## config.mk

```make
export PLATFORM = sky130hd
export DESIGN_NAME = fifo_bus_drain
export DESIGN_NICKNAME = d
export VERILOG_FILES = /design/src/rtl/bus_pkg.sv /design/src/rtl/drain_timeout_timer.sv /design/src/rtl/fifo_bus_drain.sv
export SDC_FILE = /design/constraint.sdc
export NUM_CORES = 1
export LEC_CHECK = 0
export CAP_MARGIN = 20
export CORE_MARGIN = 3
export CORE_UTILIZATION = 47
export CTS_CLUSTER_DIAMETER = 120
export DETAILED_ROUTE_END_ITERATION = 6
export PLACE_DENSITY = 0.88
export SKIP_CTS_REPAIR_TIMING = 1
export SLEW_MARGIN = 25
export SYNTH_ARGS = -nofsm -noshare
export SYNTH_HDL_FRONTEND = slang
export SYNTH_SLANG_ARGS = --single-unit
export TNS_END_PERCENT = 20
```

## constraint.sdc

```tcl
create_clock -name clk -period 5.1 [get_ports clk]
set_clock_uncertainty 0.05 [all_clocks]
set_input_delay 1.53 -clock clk [delete_from_list [all_inputs] [get_ports clk]]
set_output_delay 1.53 -clock clk [all_outputs]
set_load 0.03 [all_outputs]
```

## src/rtl/bus_pkg.sv

```systemverilog
// Shared types and FIFO geometry for the bus FIFO and its drain engine.
// Holds the drain state encoding and the legality check used on the burst length.
package bus_pkg;

   typedef enum logic [1:0] {
      IDLE  = 2'd0,
      BURST = 2'd1,
      FLUSH = 2'd2
   } state_t;

   localparam int FIFO_DEPTH = 16;
   localparam int FIFO_HALF  = 8;

   // A burst may never ask for more words than half_full guarantees are present.
   function automatic bit burst_len_ok(input int len);
      return (len >= 1) && (len <= FIFO_HALF);
   endfunction

endpackage

```

## src/rtl/drain_timeout_timer.sv

```systemverilog
// Idle timer for the drain engine: counts while en, tc pulses in the cycle the count is TIMEOUT-1.
// Latency: tc is combinational on the count; clr and tc both return the count to zero; no backpressure.
module drain_timeout_timer #(
   parameter int TIMEOUT = 64
) (
   input  logic clk,
   input  logic rst,
   input  logic clr,
   input  logic en,
   output logic tc
);

   localparam int TW = (TIMEOUT > 2) ? $clog2(TIMEOUT) : 1;

   logic [TW-1:0] count;

   assign tc = en && (count == TW'(TIMEOUT - 1));

   always_ff @(posedge clk) begin
      if (rst || clr || tc) begin
         count <= '0;
      end else if (en) begin
         count <= count + TW'(1);
      end
   end

endmodule

```

## src/rtl/fifo_bus_drain.sv

```systemverilog
// Drains the show-ahead bus FIFO into address-incrementing write beats: bursts on half_full, single-beat flush after an idle timeout.
// Latency: start in IDLE at N, pop at N+1, bus_valid at N+2; a stalled beat holds every bus output and blocks further pops.
module fifo_bus_drain
   import bus_pkg::*;
#(
   parameter int DATA_W    = 32,
   parameter int ADDR_W    = 32,
   parameter int BURST_LEN = 8,
   parameter int ADDR_STEP = 4,
   parameter int TIMEOUT   = 64
) (
   input  logic              clk,
   input  logic              rst,
   input  logic              fifo_empty,
   input  logic              fifo_half_full,
   input  logic [DATA_W-1:0] fifo_data,
   output logic              fifo_r_en,
   input  logic [ADDR_W-1:0] base_addr,
   input  logic              addr_load,
   output logic              bus_valid,
   input  logic              bus_ready,
   output logic [ADDR_W-1:0] bus_addr,
   output logic [DATA_W-1:0] bus_data,
   output logic              bus_last,
   output logic              busy,
   output logic [15:0]       words_sent
);

   if (!burst_len_ok(BURST_LEN)) begin : g_bad_burst_len
      $error("fifo_bus_drain: BURST_LEN must be in 1..%0d", FIFO_HALF);
   end
   if (TIMEOUT < 2) begin : g_bad_timeout
      $error("fifo_bus_drain: TIMEOUT must be at least 2");
   end

   localparam int FW = $clog2(BURST_LEN + 1);

   state_t              state, state_nxt;
   logic                hv, hl;
   logic [DATA_W-1:0]   hd;
   logic [ADDR_W-1:0]   addr;
   logic [FW-1:0]       fetched;
   logic [15:0]         sent_cnt;
   logic                accept, fetch_ok, pop;
   logic                timer_en, timer_clr, timer_tc;

   assign bus_valid  = hv;
   assign bus_data   = hd;
   assign bus_last   = hv && hl;
   assign bus_addr   = addr;
   assign words_sent = sent_cnt;
   assign busy       = (state != IDLE) || hv;

   assign accept    = hv && bus_ready;
   assign timer_en  = (state == IDLE) && !fifo_empty && !fifo_half_full;
   assign timer_clr = (state != IDLE) || fifo_empty;

   drain_timeout_timer #(
      .TIMEOUT (TIMEOUT)
   ) u_timer (
      .clk (clk),
      .rst (rst),
      .clr (timer_clr),
      .en  (timer_en),
      .tc  (timer_tc)
   );

   always_comb begin
      state_nxt = state;
      fetch_ok  = 1'b0;
      case (state)
         IDLE: begin
            if (fifo_half_full) begin
               state_nxt = BURST;
            end else if (timer_tc) begin
               state_nxt = FLUSH;
            end
         end
         BURST: begin
            fetch_ok = (fetched < FW'(BURST_LEN));
            if (accept && hl) begin
               state_nxt = IDLE;
            end
         end
         FLUSH: begin
            // No flush pop once half_full is seen, so the burst starts with an empty holding register.
            fetch_ok = !fifo_half_full && (!hv || accept);
            if (fifo_half_full && (accept || !hv)) begin
               state_nxt = BURST;
            end else if (fifo_empty && (accept || !hv)) begin
               state_nxt = IDLE;
            end
         end
         default: state_nxt = IDLE;
      endcase
   end

   // Gated by rst so a reset cycle never pops a word the engine would then discard.
   assign pop       = !rst && !fifo_empty && fetch_ok && (!hv || accept);
   assign fifo_r_en = pop;

   always_ff @(posedge clk) begin
      if (rst) begin
         state    <= IDLE;
         hv       <= 1'b0;
         hl       <= 1'b0;
         hd       <= '0;
         addr     <= '0;
         fetched  <= '0;
         sent_cnt <= '0;
      end else begin
         state <= state_nxt;

         if ((state == IDLE) && addr_load) begin
            addr <= base_addr;
         end else if (accept) begin
            addr <= addr + ADDR_W'(ADDR_STEP);
         end

         if (accept) begin
            sent_cnt <= sent_cnt + 16'd1;
         end

         if (pop) begin
            hv <= 1'b1;
            hd <= fifo_data;
            hl <= (state == FLUSH) || (fetched == FW'(BURST_LEN - 1));
         end else if (accept) begin
            hv <= 1'b0;
         end

         if (state_nxt != BURST) begin
            fetched <= '0;
         end else if (pop) begin
            fetched <= fetched + FW'(1);
         end
      end
   end

endmodule

```

## After elaboration in Yosys (flattened, before gate mapping)

Cells that the tools add are included.

| cells by class | value |
|---|---|
| eq/ne operators | 5 |
| mux-type cells | 11 |
| $lt $le $gt $ge | 1 |
| add/sub/neg operators | 4 |
| reduce and logical (&&, ||, !) cells | 28 |

Operators by type and width:

| operator | number |
|---|---|
| $mux 32 | 2 |
| $add 32x3->32 const B | 1 |
| $add 16x1->16 const B | 1 |
| $logic_and 1x1->1 | 13 |
| $mux 2 | 5 |
| $add 6x1->6 const B | 1 |
| $eq 6x6->1 const B | 1 |
| $logic_or 1x1->1 | 6 |
| $pmux 2 s3 | 1 |
| $reduce_bool 2->1 | 3 |
| $add 4x1->4 const B | 1 |
| $eq 4x3->1 const B | 1 |
| $logic_not 1->1 | 4 |
| $lt 4x4->1 const B | 1 |
| $eq 2x1->1 const B | 1 |
| $eq 2x2->1 const B | 1 |
| $logic_not 2->1 | 1 |
| $mux 1 | 2 |
| $ne 2x1->1 const B | 1 |
| $pmux 1 s2 | 1 |
| $reduce_or 2->1 | 1 |

| word-level totals | value |
|---|---|
| input port bits | 70 |
| bits in registers | 94 |

## Depth between registers and ports, before layout

| logic depth | value |
|---|---|
| depth after elaboration | 9 |
| depth in mapped cells | 10 |
| gate-level depth less buffers | 9 |

## By module

A second synthesis with hierarchy kept.

| second synthesis, totals | value |
|---|---|
| cell total of the unflattened synthesis | 515 |
| area total of the unflattened synthesis | 4294.1 um^2 |

Modules (own cells, without submodules):

| module | cells each | area each (um^2) | times used |
|---|---|---|---|
| fifo_bus_drain | 485 | 4020.1 | 1 |
| drain_timeout_timer | 30 | 274.0 | 1 |

## Worst setup path after synthesis

OpenSTA, ideal clock, no wires.

| timing path | value |
|---|---|
| kind | input port to output port |
| start | input port fifo_half_full |
| end | output port fifo_r_en |
| data arrival time | 2.548 ns |
| required time | 3.520 ns |
| cell stages on the path | 5 |
| slack | 0.972 ns |
| path buffers | 1 |
| path through | nor2b_1 o21ai_0 nand3b_1 inv_1 clkbuf_1 |

| on the way | value |
|---|---|
| cells in the longest elaborated chain, start to end | 5 |

Ends and longest elaborated chain:

| element | RTL line | source |
|---|---|---|
| from (decl) | fifo_bus_drain.sv:15 | `input logic fifo_half_full,` |
| $logic_not 1->1 | fifo_bus_drain.sv:87 | `fetch_ok = !fifo_half_full && (!hv \|\| accept);` |
| $logic_and 1x1->1 | fifo_bus_drain.sv:87 |  |
| $pmux 1 s2 | fifo_bus_drain.sv:71 | `case (state)` |
| $logic_and 1x1->1 (2 in a row) | fifo_bus_drain.sv:99 | `assign pop = !rst && !fifo_empty && fetch_ok && (!hv \|\| accept);` |
| to (decl) | fifo_bus_drain.sv:17 | `output logic fifo_r_en,` |

Every way passes these cells.

## Worst setup path after layout

Ends and elaborated chain as after synthesis.

==> results.sh <==
export IMPL_status="finished, final reports clean"
export IMPL_pin_count=154
export IMPL_wire_per_inst_microns=14.7
export IMPL_yosysTopAreaCell="dfxtp_1"
export IMPL_insertion_delay_ns=0.34
export IMPL_synthesis_area_sq_mm=0.00421
export IMPL_ys_seq_area_share_pct=44.7
export IMPL_final_max_slew_violation_count=0
export IMPL_hold_violations=0
export IMPL_cp_slowest_stage_delay_ns=0.64
export IMPL_port_buffers=153
export IMPL_layout_drive_gt1_share_pct=4.96
export IMPL_drc=0
export IMPL_first_global_vias=3858
export IMPL_finalSetupViolations=0
export IMPL_die_area_sq_mm=0.0101
export IMPL_vdd_ir_drop_max_uv=139
export IMPL_insertedDiodeCount=0
export IMPL_slowest_stage="clkdlybuf4s50_1"
export IMPL_clock_sinks=94
export IMPL_clk_path_buf_depth=2
export IMPL_r2r_end="fetched[2]$_SDFFE_PP0P_"
export IMPL_place_congestion=0.863
export IMPL_drt_iter0_drc=191
export IMPL_cts_buffers=9
export IMPL_antenna_found_initial=0
export IMPL_fin_tns_setup_ns=0
export IMPL_yosysMostFrequentCell="dfxtp_1"
export IMPL_worstPathArrival_ns=2.85
export IMPL_fill_cells=663
export IMPL_end_kind="primary output"
export IMPL_crit_fanout=7
export IMPL_r2r_cells=7
export IMPL_synthesis_nets=577
export IMPL_via_per_inst=5.39
export IMPL_yosys_top_cells_area="dfxtp_1, nand2_1, xor2_1"
export IMPL_nets=719
export IMPL_initial_core_util_pct=49.7
export IMPL_tritoncts="built"
export IMPL_slew_limit_headroom_pct=42.1
export IMPL_r2r_slack_ns=2.76
export IMPL_crit_chain="clkdlybuf4s50_1 -> nor2b_1 -> o21ai_0 -> nand3b_1 -> inv_1 -> buf_4"
export IMPL_root_buffer="clkbuf_8"
export IMPL_crit_family="buffers and inverters"
export IMPL_path_class="in2out"
export IMPL_fin_cells=750
export IMPL_grt_pass1_wl_microns=18100
export IMPL_post_dp_hpwl_microns=8150
export IMPL_die_h_microns=101
export IMPL_p_leak_nw=2.03
export IMPL_start_kind="input port"
export IMPL_power_total_mw=1.52
export IMPL_wl_microns=11000
export IMPL_cp_required_ns=3.52
export IMPL_ys_warn_count=0
export IMPL_area_growth_pct=42.0
export IMPL_fin_crit_ns=4.43
export IMPL_worst_path_buf_inv=3
export IMPL_clk_pin_slew_ns=0.09
export IMPL_ys_types=42
export IMPL_syn_area_per_cell_sq_um=8.43
export IMPL_postRouteAntennaNets=0
export IMPL_die_width_microns=101
export IMPL_drv_cap=0
export IMPL_p_per_area_mw_per_mm2=255
export IMPL_gr_usage_all_layers_pct=21.6
export IMPL_syn_inst=499
export IMPL_ys_ff_latch=94
export IMPL_worstReg2RegStart="state[0]$_SDFF_PP0_"
export IMPL_yosys_most_used_dff="dfxtp_1"
export IMPL_hp_start="bus_data[0]$_SDFFE_PP0P_"
export IMPL_cts_htree_levels=3
export IMPL_rsz0062_at_grt="false"
export IMPL_fin_util_pct=70.6
export IMPL_num_vias=4043
export IMPL_coreArea_sq_mm=0.00846
export IMPL_ys_top_cells_by_count="dfxtp_1, nand2_1, nor2_1, a21oi_1, xor2_1"
export IMPL_synth_edf_count=0
export IMPL_min_period_over_period_pct=87.0
export IMPL_grt_overflow_total=0
export IMPL_async_flop_share_pct=0
export IMPL_row_count=33
export IMPL_worstMarginPinSlew_ns=0.869
export IMPL_min_path_type="reg2reg"
export IMPL_whs_path_depth=2
export IMPL_synth_top_cell_area_share_pct=44.7
export IMPL_placedCellCount=735
export IMPL_grt_start_max_net_pins=86
export IMPL_multi_input_area_sq_mm=0.00219
export IMPL_seq_area_sq_mm=0.00188
export IMPL_clock_fmax_mhz=226
export IMPL_worstHoldEndpoint="bus_data[0]$_SDFFE_PP0P_"
export IMPL_dr_pass1_iters=5
[metal layers]
metal	GRT usage, %	share of wire, %	up-vias
li1	-	-	2003
met1	28.1	43	1901
met2	36.8	50	122
met3	2.91	4.7	17
met4	7.67	1.9	0
met5	0	0	-
[worst max-delay path by stage]
stage                            to  slack [ns]  depth (start not counted)      startpoint
after global routing      fifo_r_en        0.51                          6  fifo_half_full
final                     fifo_r_en        0.67                          6  fifo_half_full
after floorplan           fifo_r_en        0.97                          5  fifo_half_full
after detailed placement  fifo_r_en        0.66                          6  fifo_half_full
after global placement    fifo_r_en        0.71                          6  fifo_half_full
after CTS                 fifo_r_en        0.66                          6  fifo_half_full
[sequential cells by signal (all words and copies together) (netlist names)]
register / count
fetched: 4
hl: 1
state: 2
u_timer.count: 6
bus_data: 32
bus_valid: 1
bus_addr: 32
words_sent: 16
[layout make-up]
class | count | area share [%]
Multi-Input combinational cell | 370 | 36.7
Clock buffer | 9 | 2.07
Inverter | 10 | 0.628
Sequential cell | 94 | 31.5
Timing Repair Buffer | 156 | 25.9
Tap cell | 105 | 2.20
Clock inverter | 6 | 1.07
[report_power, final]
part / internal [mW] / switching (mW)
clock: 0.223 / 0.247
combinational: 0.125 / 0.131
sequential: 0.761 / 0.0345
total: 1.11 / 0.413
[logic make-up (layout without fill, tap and decap cells)]
logic type	count (synthesis)	count (layout)	share of synthesized area [%]
xor gates and xnor gates	48	48	9.99
adders and majority gates	8	8	2.38
AOI/OAI and AO/OA	86	86	13.0
and+or+nand+nor	226	226	26.1
buffers and inverters	35	181	3.39
muxes	2	2	0.476
DFF	94	94	44.7
[tightest hold or removal path, cell delays in order (launching register included)]
cell and delay [ns]:
dfxtp_1 0.32, nand2_1 0.05, a21oi_1 0.05
[placed cells by master, fill, tap and decap left out, drive strengths merged, types with 2 or more instances in the layout]
cell,count
o221ai,2
xnor2,18
nand2b,3
clkbuf,9
ha,8
a211oi,30
nand4,19
xor2,30
nand2,82
and3,5
and4,5
nor4,6
and2,4
clkinv,3
clkinvlp,2
dfxtp,94
inv,10
nand3b,2
nor2,60
o21ai,5
nor2b,4
nand3,23
mux2i,2
a21oi,42
buf,5
nor3,6
or3,4
clkdlybuf4s50,151
[stage by stage]
| stage | cell area [sq um] | setup WS [ns] | hold WS (ns) |
|---|---|---|---|
| 3_3_place_gp | 5780 | 0.709 | 0.390 |
| 2_1_floorplan | 4210 | 0.972 | 0.404 |
| 4_1_cts | 5970 | 0.658 | 0.409 |
| 6_report | 5980 | 0.666 | 0.408 |
| 3_5_place_dp | 5780 | 0.658 | 0.396 |
| 5_1_grt | 5980 | 0.507 | 0.420 |
(Power assumes the default switching activity.)
==> RTL change 1 (same settings) <==
The parameter `DATA_W` goes from 32 to 64.
--- a/src/rtl/fifo_bus_drain.sv
+++ b/src/rtl/fifo_bus_drain.sv
@@ -3,7 +3,7 @@
 module fifo_bus_drain
    import bus_pkg::*;
 #(
-   parameter int DATA_W    = 32,
+   parameter int DATA_W    = 64,
    parameter int ADDR_W    = 32,
    parameter int BURST_LEN = 8,
    parameter int ADDR_STEP = 4,
Ports: changed (resized bus_data and fifo_data); port bits go from 154 to 218. The function was not compared with the original's and may differ.
==> RTL change 1 against the original RTL <==
Worst hold slack got worse by 0.0040 ns; critical endpoint unchanged; non-clock buffer count increased by 64; sequential cell count increased by 32; area after synthesis is 26% higher; via count up 31%; sequential share of layout area fell by 0.51 points; largest power group is now clock; combinational power increased by 26%; clock power rose to 2.6 times the old value; core utilization up 3.9 points; setup slack better by 0.086 ns; routed wire length is 39% higher; total power rose by 70%; cell area up 36%.
==> RTL change 1: results (changes against the original RTL) <==
status: "finished clean"  # unchanged
combPwrFrac_pct: 12.5  # was 16.8%
max_stage_delay_ns: 0.56  # was 0.64 ns
grt_first_pass_wirelength_mm: 24.97  # was 18.06 mm
clkTransAtPathRegs_ns: 0.06  # was 0.09 ns
gp_congestion: 0.8534  # was 0.8633
netlist_top_cells_count: "157 x nand2_1, 126 x dfxtp_1, 75 x a21oi_1, 62 x nor2_1"  # was 94 x dfxtp_1, 82 x nand2_1, 60 x nor2_1, 42 x a21oi_1, 30 x xor2_1
stdcell_count: 1003  # was 750
r2r-end: "bus_data[47]$_SDFFE_PP0P_"  # was fetched[2]$_SDFFE_PP0P_
placedCellCount: 971  # was 735
hold_end: "bus_data[8]$_SDFFE_PP0P_"  # was bus_data[0]$_SDFFE_PP0P_
arrival_ns: 2.77  # was 2.85 ns
wl_met1_mm: 6.085  # was 4.789 mm
use_met3_pct: 7.817  # was 2.907%
cts_root_buf: "clkbuf_16"  # was clkbuf_8
cellLeakagePower_nw: 2.858  # was 2.033 nW
wl_met3_mm: 1.177  # was 514 um
place_area_um2: 7532  # was 5784 um2
cp_max_fo: 6  # was 7
power.density_nw_per_um2: 318.3  # was 254.6 nW/um2
synth_area_leaders: "dfxtp_1 47%, nand2_1 11%, a21oi_1 7.1%"  # was dfxtp_1 45%, nand2_1 7.3%, xor2_1 6.2%
yosysSeqAreaShare_pct: 47.49  # was 44.71%
numCtsBuffers: 17  # was 9
grt_max_degree: 117  # was 86
grt_use_total_pct: 24.06  # was 21.64%
synthesis.nets: 758  # was 577
syn_inst: 648  # was 499
met2_usage_pct: 42.55  # was 36.76%
r2r_cells: 8  # was 7
switchingPower_mw: 0.6355  # was 0.4129 mW
vdd_drop_max_mv: 0.2443  # was 0.1388 mV
drive_gt1_share_pct: 5.910  # was 4.961%
hold_ws_ns: 0.4041  # was 0.4081 ns
dp.final_hpwl_mm: 10.71  # was 8.147 mm
grt_pass1_vias: 5315  # was 3858
port_buffers: 217  # was 153
-- RTL change 1: changes by cell type in the layout (fill, tap and decap cells not counted), moves of 8 or more --
cell and change:
a21oi_1 +33, clkbuf_16 +17, clkbuf_8 -8, clkdlybuf4s50_1 +64
dfxtp_1 +32, nand2_1 +75
-- RTL change 1: worst max-delay path by stage --
stage	from	slack (ns)	to	cells past startpoint
2_1_floorplan	fifo_half_full	0.99	fifo_r_en	5
3_3_place_gp	fifo_half_full	0.76	fifo_r_en	6
3_5_place_dp	fifo_half_full	0.75	fifo_r_en	6
4_1_cts	fifo_half_full	0.75	fifo_r_en	6
5_1_grt	fifo_half_full	0.65	fifo_r_en	6
6_report	fifo_half_full	0.75	fifo_r_en	6
-- RTL change 1: logic make-up (layout without fill, tap and decap cells) --
family	count (synthesis)	after routing	synth area share, %
flops	126	126	47.49
fa+ha+maj	8	8	1.885
buf+inv	48	263	3.604
compound gates	120	120	13.40
xor+xnor	49	49	8.080
simple gates	297	297	25.54
-- RTL change 1: layout make-up --
| class | count | area [um2] |
|---|---|---|
| fill | 796 | 2791 |
| tap | 140 | 175.2 |
| inverter | 11 | 41.29 |
| clock buffer | 18 | 439.2 |
| multi-input combinational | 474 | 2605 |
| timing repair buffer | 220 | 2193 |
| clock inverter | 14 | 167.7 |
| sequential | 126 | 2522 |
-- RTL change 1: worst reg2reg max path: stages, from the launching register on --
cell and delay (ns):
dfxtp_1 0.41, inv_1 0.09, ha_1 0.26, nor2b_1 0.14, o21ai_0 0.21, nand3b_1 0.19, buf_4 0.58, nand2_1 0.16
a21oi_1 0.21
==> RTL change 2 (config.mk and constraints unchanged) <==
Made on the original files. Make the reset (`rst`) asynchronous in one clocked block.
--- a/src/rtl/fifo_bus_drain.sv
+++ b/src/rtl/fifo_bus_drain.sv
@@ -99,7 +99,7 @@
    assign pop       = !rst && !fifo_empty && fetch_ok && (!hv || accept);
    assign fifo_r_en = pop;
 
-   always_ff @(posedge clk) begin
+   always_ff @(posedge clk or posedge rst) begin
       if (rst) begin
          state    <= IDLE;
          hv       <= 1'b0;
Function: differs if rst is asserted again (counterexample within 4 cycles, from zero or initial values and one cycle with rst high); with rst held inactive, the same outputs for 10 cycles.
==> RTL change 2 against the original RTL <==
Area after synthesis up 7.6%; critical path depth unchanged; setup slack better by 0.053 ns; final cell count down 5.6%; cell area up 7.3%; global-route usage about the same; sequential cell count unchanged; routed wire length up 4.4%; via count down 4.0%; critical path type unchanged; critical endpoint unchanged; largest cell class is now sequential cells.
Power is not compared: it rests on default switching activity, and its combinational part moved more than twofold at a synthesized area within 25%.
==> RTL change 2: results (changes against the original RTL) <==
regArea_um2: 2322  # was 1882 um2
nClkBuffers: 10  # was 9
place_area_um2: 6177  # was 5784 um2
dp.final_hpwl_mm: 8.587  # was 8.147 mm
fill_cells: 700  # was 663
finalNetCount: 652  # was 719
cp_max_fo: 9  # was 7
n_all_buffers: 158  # was 156
multi_input_area_um2: 2073  # was 2192 um2
synth_xor_xnor_area_share_pct: 5.994  # was 9.988%
placedCellCount: 692  # was 735
synthesis.nets: 503  # was 577
r2r_start: "bus_addr[3]$_DFFE_PP0N_"  # was state[0]$_SDFF_PP0_
status: "finished clean"  # unchanged
multi_input_cells: 297  # was 370
n_all_inverters: 14  # was 10
drive_gt1_share_pct: 10.54  # was 4.961%
area_delta_synth_final_pct: 41.57  # was 42.00%
synthMuxAreaShare_pct: 8.867  # was 0.4756%
syn_area_per_cell_um2: 10.66  # was 8.435 um2
grt_max_degree: 41  # was 86
grt_pass1_vias: 4037  # was 3858
grt_first_pass_wirelength_mm: 19.61  # was 18.06 mm
wl_met3_um: 975  # was 514 um
vias_per_cell: 5.480  # was 5.391
gp_congestion: 0.8091  # was 0.8633
synth_compound_area_share_pct: 9.641  # was 12.96%
async_reset_ff_share_pct: 93.62  # was 0%
wl_met1_mm: 4.547  # was 4.789 mm
post-place-ws_ns: 0.7246  # was 0.6581 ns
grt_use_total_pct: 21.64  # about the same
yosysSeqAreaShare_pct: 51.27  # was 44.71%
crit_start: "bus_ready"  # was fifo_half_full
clk_share_pct: 3.668  # was 3.140%
max_stage_delay_ns: 0.46  # was 0.64 ns
stdcell_count: 708  # was 750
firstDrtPassIters: 4  # was 5
-- RTL change 2: cell count changes after synthesis, moves of 14 or more --
cell and delta:
xor2_1 -18, or4_1 +16, dfxtp_1 -88, a211oi_1 -27, dfrtp_1 +88, nand2_1 -41
o31ai_1 +14, a31oi_1 +20, a21oi_1 -40, mux2_2 +31, nor2_1 -31
-- RTL change 2: worst paths after layout --
kind                                               to  slack [ns]  cells past startpoint
max                                         fifo_r_en        0.72                      6
min reg2reg                words_sent[15]$_DFFE_PP0N_        0.43                      1
max in group asynchronous    bus_addr[30]$_DFFE_PP0N_        2.68                      3
min in group asynchronous    bus_data[29]$_DFFE_PP0P_        1.53                      2
min                        words_sent[15]$_DFFE_PP0N_        0.43                      1
max reg2reg                  bus_addr[18]$_DFFE_PP0N_        2.46                      5
-- RTL change 2: worst max-delay path, delay by kind of cell --
kind	cells	cell delay, ns
buffers and inverters	4	0.87
AND/OR/NAND/NOR	1	0.24
AO/OA/AOI/OAI	1	0.16
